### src/rtl/sample_voter_pkg.sv
// Shared types and constants for the sample_voter slice.
// FSM state encoding and divider counter width.
package sample_voter_pkg;

    localparam int CNT_W = 8;

    typedef enum logic [1:0] {
        IDLE = 2'd0,
        S0   = 2'd1,
        S1   = 2'd2,
        S2   = 2'd3
    } state_t;

    // Non-unanimous triple: at least one sample disagrees.
    function automatic logic split3(
        input logic a,
        input logic b,
        input logic c
    );
        return !((a == b) && (b == c));
    endfunction

endpackage

### src/rtl/majority_vote3.sv
// Combinational 2-of-3 majority.
// y is 1 when at least two of a, b, c are 1.
module majority_vote3 (
    input  logic a,
    input  logic b,
    input  logic c,
    output logic y
);

    assign y = (a & b) | (a & c) | (b & c);

endmodule

### src/rtl/sample_voter.sv
// Oversampling 3-sample majority voter with valid/ready output buffer.
// Optional out_err (non-unanimous flag) when SAMPLE_VOTER_ERR_EN is defined.
module sample_voter
    import sample_voter_pkg::*;
#(
    parameter int DIV = 4
) (
    input  logic clk,
    input  logic rst_n,
    input  logic en,
    input  logic in,
    output logic out_val,
    input  logic out_rdy,
    output logic out_bit,
    output logic overrun
`ifdef SAMPLE_VOTER_ERR_EN
    ,
    output logic out_err
`endif
);

    localparam logic [CNT_W-1:0] LAST = CNT_W'(DIV - 1);

    state_t           state;
    state_t           state_nx;
    logic [CNT_W-1:0] count;
    logic             s0;
    logic             s1;
    logic             samp;
    logic             fire;
    logic             load;
    logic             drop;
    logic             vote;

    // Sample strobe: divider at its last count in an active sampling state.
    assign samp = en && (state != IDLE) && (count == LAST);

    // State register.
    always_ff @(posedge clk or negedge rst_n) begin
        if (!rst_n) begin
            state <= IDLE;
        end else begin
            state <= state_nx;
        end
    end

    // Next-state: advance one slot per sample, abort to IDLE when en drops.
    always_comb begin
        state_nx = state;
        unique case (state)
            IDLE: if (en) state_nx = S0;
            S0: begin
                if (!en)       state_nx = IDLE;
                else if (samp) state_nx = S1;
            end
            S1: begin
                if (!en)       state_nx = IDLE;
                else if (samp) state_nx = S2;
            end
            S2: begin
                if (!en)       state_nx = IDLE;
                else if (samp) state_nx = S0;
            end
            default: state_nx = IDLE;
        endcase
    end

    // Output decode: window close, buffer load or drop.
    always_comb begin
        fire = 1'b0;
        load = 1'b0;
        drop = 1'b0;
        if (samp && (state == S2)) begin
            fire = 1'b1;
        end
        if (fire) begin
            load = !out_val || out_rdy;
            drop = out_val && !out_rdy;
        end
    end

    // Divider and partial samples; cleared whenever sampling is not live.
    always_ff @(posedge clk or negedge rst_n) begin
        if (!rst_n) begin
            count <= '0;
            s0    <= 1'b0;
            s1    <= 1'b0;
        end else if ((state == IDLE) || !en) begin
            count <= '0;
            s0    <= 1'b0;
            s1    <= 1'b0;
        end else begin
            if (count == LAST) begin
                count <= '0;
            end else begin
                count <= count + 1'b1;
            end
            if (samp && (state == S0)) s0 <= in;
            if (samp && (state == S1)) s1 <= in;
        end
    end

    majority_vote3 u_vote (
        .a (s0),
        .b (s1),
        .c (in),
        .y (vote)
    );

    // One-entry output buffer; a vote arriving on a full, stalled buffer is lost.
    always_ff @(posedge clk or negedge rst_n) begin
        if (!rst_n) begin
            out_val <= 1'b0;
            out_bit <= 1'b0;
            overrun <= 1'b0;
        end else begin
            overrun <= drop;
            if (load) begin
                out_val <= 1'b1;
                out_bit <= vote;
            end else if (out_val && out_rdy) begin
                out_val <= 1'b0;
            end
        end
    end

`ifdef SAMPLE_VOTER_ERR_EN
    // Disagreement flag travels with out_bit.
    always_ff @(posedge clk or negedge rst_n) begin
        if (!rst_n) begin
            out_err <= 1'b0;
        end else if (load) begin
            out_err <= split3(s0, s1, in);
        end
    end
`endif

endmodule

### config.mk
export PLATFORM = sky130hd
export DESIGN_NAME = sample_voter
export DESIGN_NICKNAME = d
export VERILOG_FILES = /design/src/rtl/sample_voter_pkg.sv /design/src/rtl/majority_vote3.sv /design/src/rtl/sample_voter.sv
export SDC_FILE = /design/constraint.sdc
export NUM_CORES = 1
export LEC_CHECK = 0
export CORE_MARGIN = 3
export CORE_UTILIZATION = 45
export DETAILED_ROUTE_END_ITERATION = 8
export PLACE_DENSITY = 0.66
export SLEW_MARGIN = 25
export SYNTH_ARGS = -nofsm -noshare
export SYNTH_HDL_FRONTEND = slang
export SYNTH_HIERARCHICAL = 1
export SYNTH_SLANG_ARGS = --single-unit
export TNS_END_PERCENT = 20
### constraint.sdc
create_clock -name clk -period 2.33 [get_ports clk]
set_input_delay 0.466 -clock clk [delete_from_list [all_inputs] [get_ports clk]]
set_output_delay 0.466 -clock clk [all_outputs]
set_load 0.05 [all_outputs]
# == After elaboration in Yosys (flattened, before gate mapping) ==
# Index checks and enable logic that the tools add are counted.
# classes
addsub,1
eq_ne,8
mux,19
n_bitwise,5
reduce_logical,18
# op_table
cell,count
8-bit 2-to-1 mux,2
2-bit 2-to-1 mux,7
1-bit 2-to-1 mux,9
"3-bit inequality test, second input constant",3
"8-bit by 1-bit adder with 8-bit output, second input constant",1
"8-bit by 2-bit equality test with 1-bit output, second input constant",1
2-bit one-hot mux with 4 select lines,1
2-bit nonzero test,4
1-bit logical AND,7
"2-bit equality test, second input constant",2
4-bit AND reduction,1
1-bit AND,3
1-bit logical NOT,3
"2-bit by 1-bit equality test with 1-bit output, second input constant",1
2-bit logical NOT,1
1-bit logical OR,2
"2-bit inequality test, second input constant",1
1-bit OR,2
# word_totals
reg_bits,15
out_inout_bits,3
word_cells,58

# == Longest topological paths before layout ==
# logic_depth
ltp_word,7
depth_mapped,5
ltp_nobuf,4

# == Modules after synthesis ==
# Netlist, hierarchy kept.
# by_module_without_submodules
mod,n_inst,cells_per_inst,area_per_inst_um2,seq_area_each_um2
sample_voter,1,73,738.2,375.4
majority_vote3,1,1,11.3,0.0

# == Worst setup path after synthesis ==
# No wires, ideal clock.
# synth_path
path_type,register to register
startpoint,register count[0]
endpoint,register out_bit
setup_ns,0.128
arrival_time_ns,1.800
t_required_ns,2.202
setup_slack_ns,0.402
path_stages_with_launch,6
cell_sequence,dfrtp_1 -> ha_1 -> or3b_2 -> clkbuf_1 -> nor4b_1 -> mux2_1
# synth_via
elab_chain_cells,5
# synth_rtl
item,line_no,source
"start, declared",sample_voter.sv:26,logic [CNT_W-1:0] count;
"start signal, assigned",sample_voter.sv:96,count <= count + 1'b1;
8-bit by 2-bit equality test with 1-bit output,sample_voter.sv:36,assign samp = en && (state != IDLE) && (count == LAST);
1-bit logical AND,sample_voter.sv:36,
1-bit logical AND,sample_voter.sv:73,if (samp && (state == S2)) begin
1-bit 2-to-1 mux,sample_voter.sv:73,
1-bit 2-to-1 mux,sample_voter.sv:76,if (fire) begin
"end signal, assigned",sample_voter.sv:120,out_bit <= vote;
"end, declared",sample_voter.sv:14,"output logic out_bit,"
# No other way between the ends.
# A chain may end at the register's enable or synchronous reset.

# == Final worst setup path ==
# Same ends and word-level chain as after synthesis.

==> reports/qor.txt <==
OUTCOME
----------------------------------------------------------------------------
Outcome                                                         complete, no violations

FINISH
----------------------------------------------------------------------------
Area Overhead vs Synth                                                 13.7%
Net total in the final layout                                             89
Top library cells by usage in the layout, fill and taps aside   sky130_fd_sc_hd__dfrtp_1, sky130_fd_sc_hd__nand3_1, sky130_fd_sc_hd__clkdlybuf4s50_1, sky130_fd_sc_hd__nor2_1, sky130_fd_sc_hd__o21ai_0
Design Area, Final                                                 852 sq um
Diodes inserted                                                            0
Non-filler instance count after layout                                    98
Fraction of layout instances using a drive strength above 1           0.0976
Leading cell type in the layout, fill and taps excluded         sky130_fd_sc_hd__dfrtp_1

PLACED DESIGN
----------------------------------------------------------------------------
Final weighted congestion in routability-driven placement              0.739
Area after DPL                                                     826 sq um
Number of port buffers                                                     7
Count of placed standard cells including taps                             94
HPWL after DPL                                                   960 microns

FLOORPLANNING
----------------------------------------------------------------------------
Horiz. Die Dim                                                  46.8 microns
Initial standard-cell utilization of the core                          0.486
Number of top-level pins                                                   8
Overall die area                                                0.00219 sq mm
Die Ht                                                          46.8 microns
Core ar.                                                        0.00154 sq mm
Site row count                                                            14

CLOCK TREE
----------------------------------------------------------------------------
Clock insertion delay at the later pin of the skew report            0.28 ns
TritonCTS clock tree                                                   built
Post-CTS Hold Buffers                                                      0
Cts bufs inserted                                                          3
Maximum buffer depth of the clock tree                                     2
# H-tree levels                                                            1
CTS clk-pin slew, worst paths                                        0.08 ns
Postcts setup bufs                                                         0
Clock sink count                                                          15
Buffer type at the clock tree root                              sky130_fd_sc_hd__clkbuf_4
Number of gates resized after CTS                                          0

SYNTHESIS
----------------------------------------------------------------------------
Fraction of registers with async set/reset                              1.00
Flip-flop and latch count after synthesis                                 15
Mean instance size in the synthesized netlist                     10.1 sq um
Cell variety after synth                                                  32
Synth Flop Type                                                 sky130_fd_sc_hd__dfrtp_1
Count of flip-flops with a built-in enable after synthesis                 0
Register area share after synthesis                                    0.501
Combined area of all synthesized cells                             749 sq um
Post-synth net total                                                      80
Number of instances in the synthesized netlist                            74
YS warnings                                                                6

STA
----------------------------------------------------------------------------
Final period util                                                      0.843
Final setup TNS                                                         0 ns
RSZ-0062 raised after global routing                                   false
Max transition margin                                                  0.583
Worst-Margin Slew                                                   0.623 ns
Final count of negative-setup-slack endpoints                              0
Max-slew violation count                                                   0
Fin. Hold Viols                                                            0
Maximum frequency from static timing analysis                      0.509 GHz
Fin crit period                                                      1.97 ns
Final Skew                                                        0.00842 ns

GLOBAL ROUTING
----------------------------------------------------------------------------
All-layer global routing usage                                         0.143
Global-route wire length before repair                               2.13 mm
Via count of the first global-routing pass                               478
Initial antenna violation count                                            0
Maximum number of pins on one net before global-route repair              16
Total overflow reported by the global router                               0

WORST SETUP PATH
----------------------------------------------------------------------------
Largest driver fanout on the critical path                                 7
Critical setup path kind                                        flop to flop
Data arrival at the endpoint of the critical path                    2.13 ns
Data required time at the worst endpoint                             2.50 ns
Crit path launch type                                                   flop
Critical path endpoint category                                         flop

JOB
----------------------------------------------------------------------------
Max-Cap Viols                                                              0

POWER
----------------------------------------------------------------------------
Power density over cell area                                     506 mW/mm^2
Peak supply drop                                                  0.000330 V
Static Leakage                                                      0.361 nW

DETAILED ROUTING
----------------------------------------------------------------------------
Average vias per placed instance                                        5.73
Final WL                                                             1.27 mm
Routed wirelength normalized by instance count                  12.9 microns
Overall via count from detail_route                                      562
Number of iterations in the first detailed-routing pass                    3
Initial DRC count                                                         11
DRC violation count after routing                                          0
Count of antenna-violating nets left after detailed routing                0

WORST HOLD PATH
----------------------------------------------------------------------------
Hold WC Path Type                                               flop to flop

## synth_stat cells, types with 2 or more instances
| cell type | n | area (sq um) |
|---|---|---|
| sky130_fd_sc_hd__dfrtp_1 | 15 | 375 |
| sky130_fd_sc_hd__nand3_1 | 10 | 50.1 |
| sky130_fd_sc_hd__nor2_1 | 5 | 18.8 |
| sky130_fd_sc_hd__o21ai_0 | 4 | 20.0 |
| sky130_fd_sc_hd__a21oi_1 | 3 | 15.0 |
| sky130_fd_sc_hd__nand2_1 | 3 | 11.3 |
| sky130_fd_sc_hd__or3_1 | 3 | 18.8 |
| sky130_fd_sc_hd__and4b_1 | 2 | 20.0 |
| sky130_fd_sc_hd__buf_2 | 2 | 10.0 |
| sky130_fd_sc_hd__clkbuf_1 | 2 | 7.51 |
| sky130_fd_sc_hd__inv_1 | 2 | 7.51 |
| sky130_fd_sc_hd__o2111ai_1 | 2 | 17.5 |
| sky130_fd_sc_hd__xor2_1 | 2 | 17.5 |
## final timing paths
| check | from | to | slack, ns | cells after the start |
|---|---|---|---|---|
| worst max-delay path | count[0] | out_bit | 0.36 | 4 |
| worst min-delay path | count[0] | count[0] | 0.47 | 1 |
| worst max register to register | count[0] | out_bit | 0.36 | 4 |
| worst min register to register | count[0] | count[0] | 0.47 | 1 |
| max in group asynchronous | rst_n | s0 | 1.35 | 1 |
| min in group asynchronous | rst_n | state[1] | 0.57 | 1 |
## per-stage QoR
stage	total power, W	setup WS (ns)	util	hold WS (ns)
3_5_place_dp	0.000299	0.390	0.536	0.454
6_report	0.000431	0.365	0.553	0.467
3_3_place_gp	0.000299	0.430	0.536	0.444
5_1_grt	0.000464	0.189	0.553	0.498
2_1_floorplan	0.000282	0.402	-	0.170
4_1_cts	0.000441	0.384	0.553	0.472
## logic make-up (layout without fill, tap and decap cells)
group                      count (synthesis)  count (layout)  synth area share
AOI/OAI and AO/OA                         13              13             0.112
and+or+nand+nor                           33              33             0.257
xor gates and xnor gates                   3               3            0.0351
muxes                                      1               1            0.0150
DFF                                       15              15             0.501
adders and majority gates                  2               2            0.0317
buffers and inverters                      7              15            0.0484
## final cells by class
type	instances	area, sq um
clock buffers	4	26.3
fillers	135	689
inverters	2	7.51
multi-input cells	52	338
flip-flops and latches	15	375
well taps	16	20.0
repair buffers	9	85.1
## sequential cells by signal (all words and copies together) (netlist names)
signal and count:
count 8, state 2, out_bit 1, out_val 1, overrun 1, s0 1, s1 1
## where the power goes
| part | switching (W) | internal [W] | leakage (nW) |
|---|---|---|---|
| Clock | 0.0000717 | 0.0000664 | 0.0150 |
| Combinational | 0.0000140 | 0.0000126 | 0.140 |
| Sequential | 0.00000351 | 0.000263 | 0.206 |
## critical path, cell delays in order, from the launching register on
cell and delay (ns):
sky130_fd_sc_hd__dfrtp_1 0.37, sky130_fd_sc_hd__ha_1 0.24, sky130_fd_sc_hd__or3b_2 0.54, sky130_fd_sc_hd__nor4b_1 0.36
sky130_fd_sc_hd__mux2_1 0.35
## layer usage
metal,global-route usage,part of all wire,vias to the layer above
met5,0,0,-
met4,0.0497,0.0095,0
met3,0.0690,0.058,2
met2,0.190,0.42,9
met1,0.201,0.52,257
li1,-,-,294
Note: power is estimated with default switching activity, not from simulation.
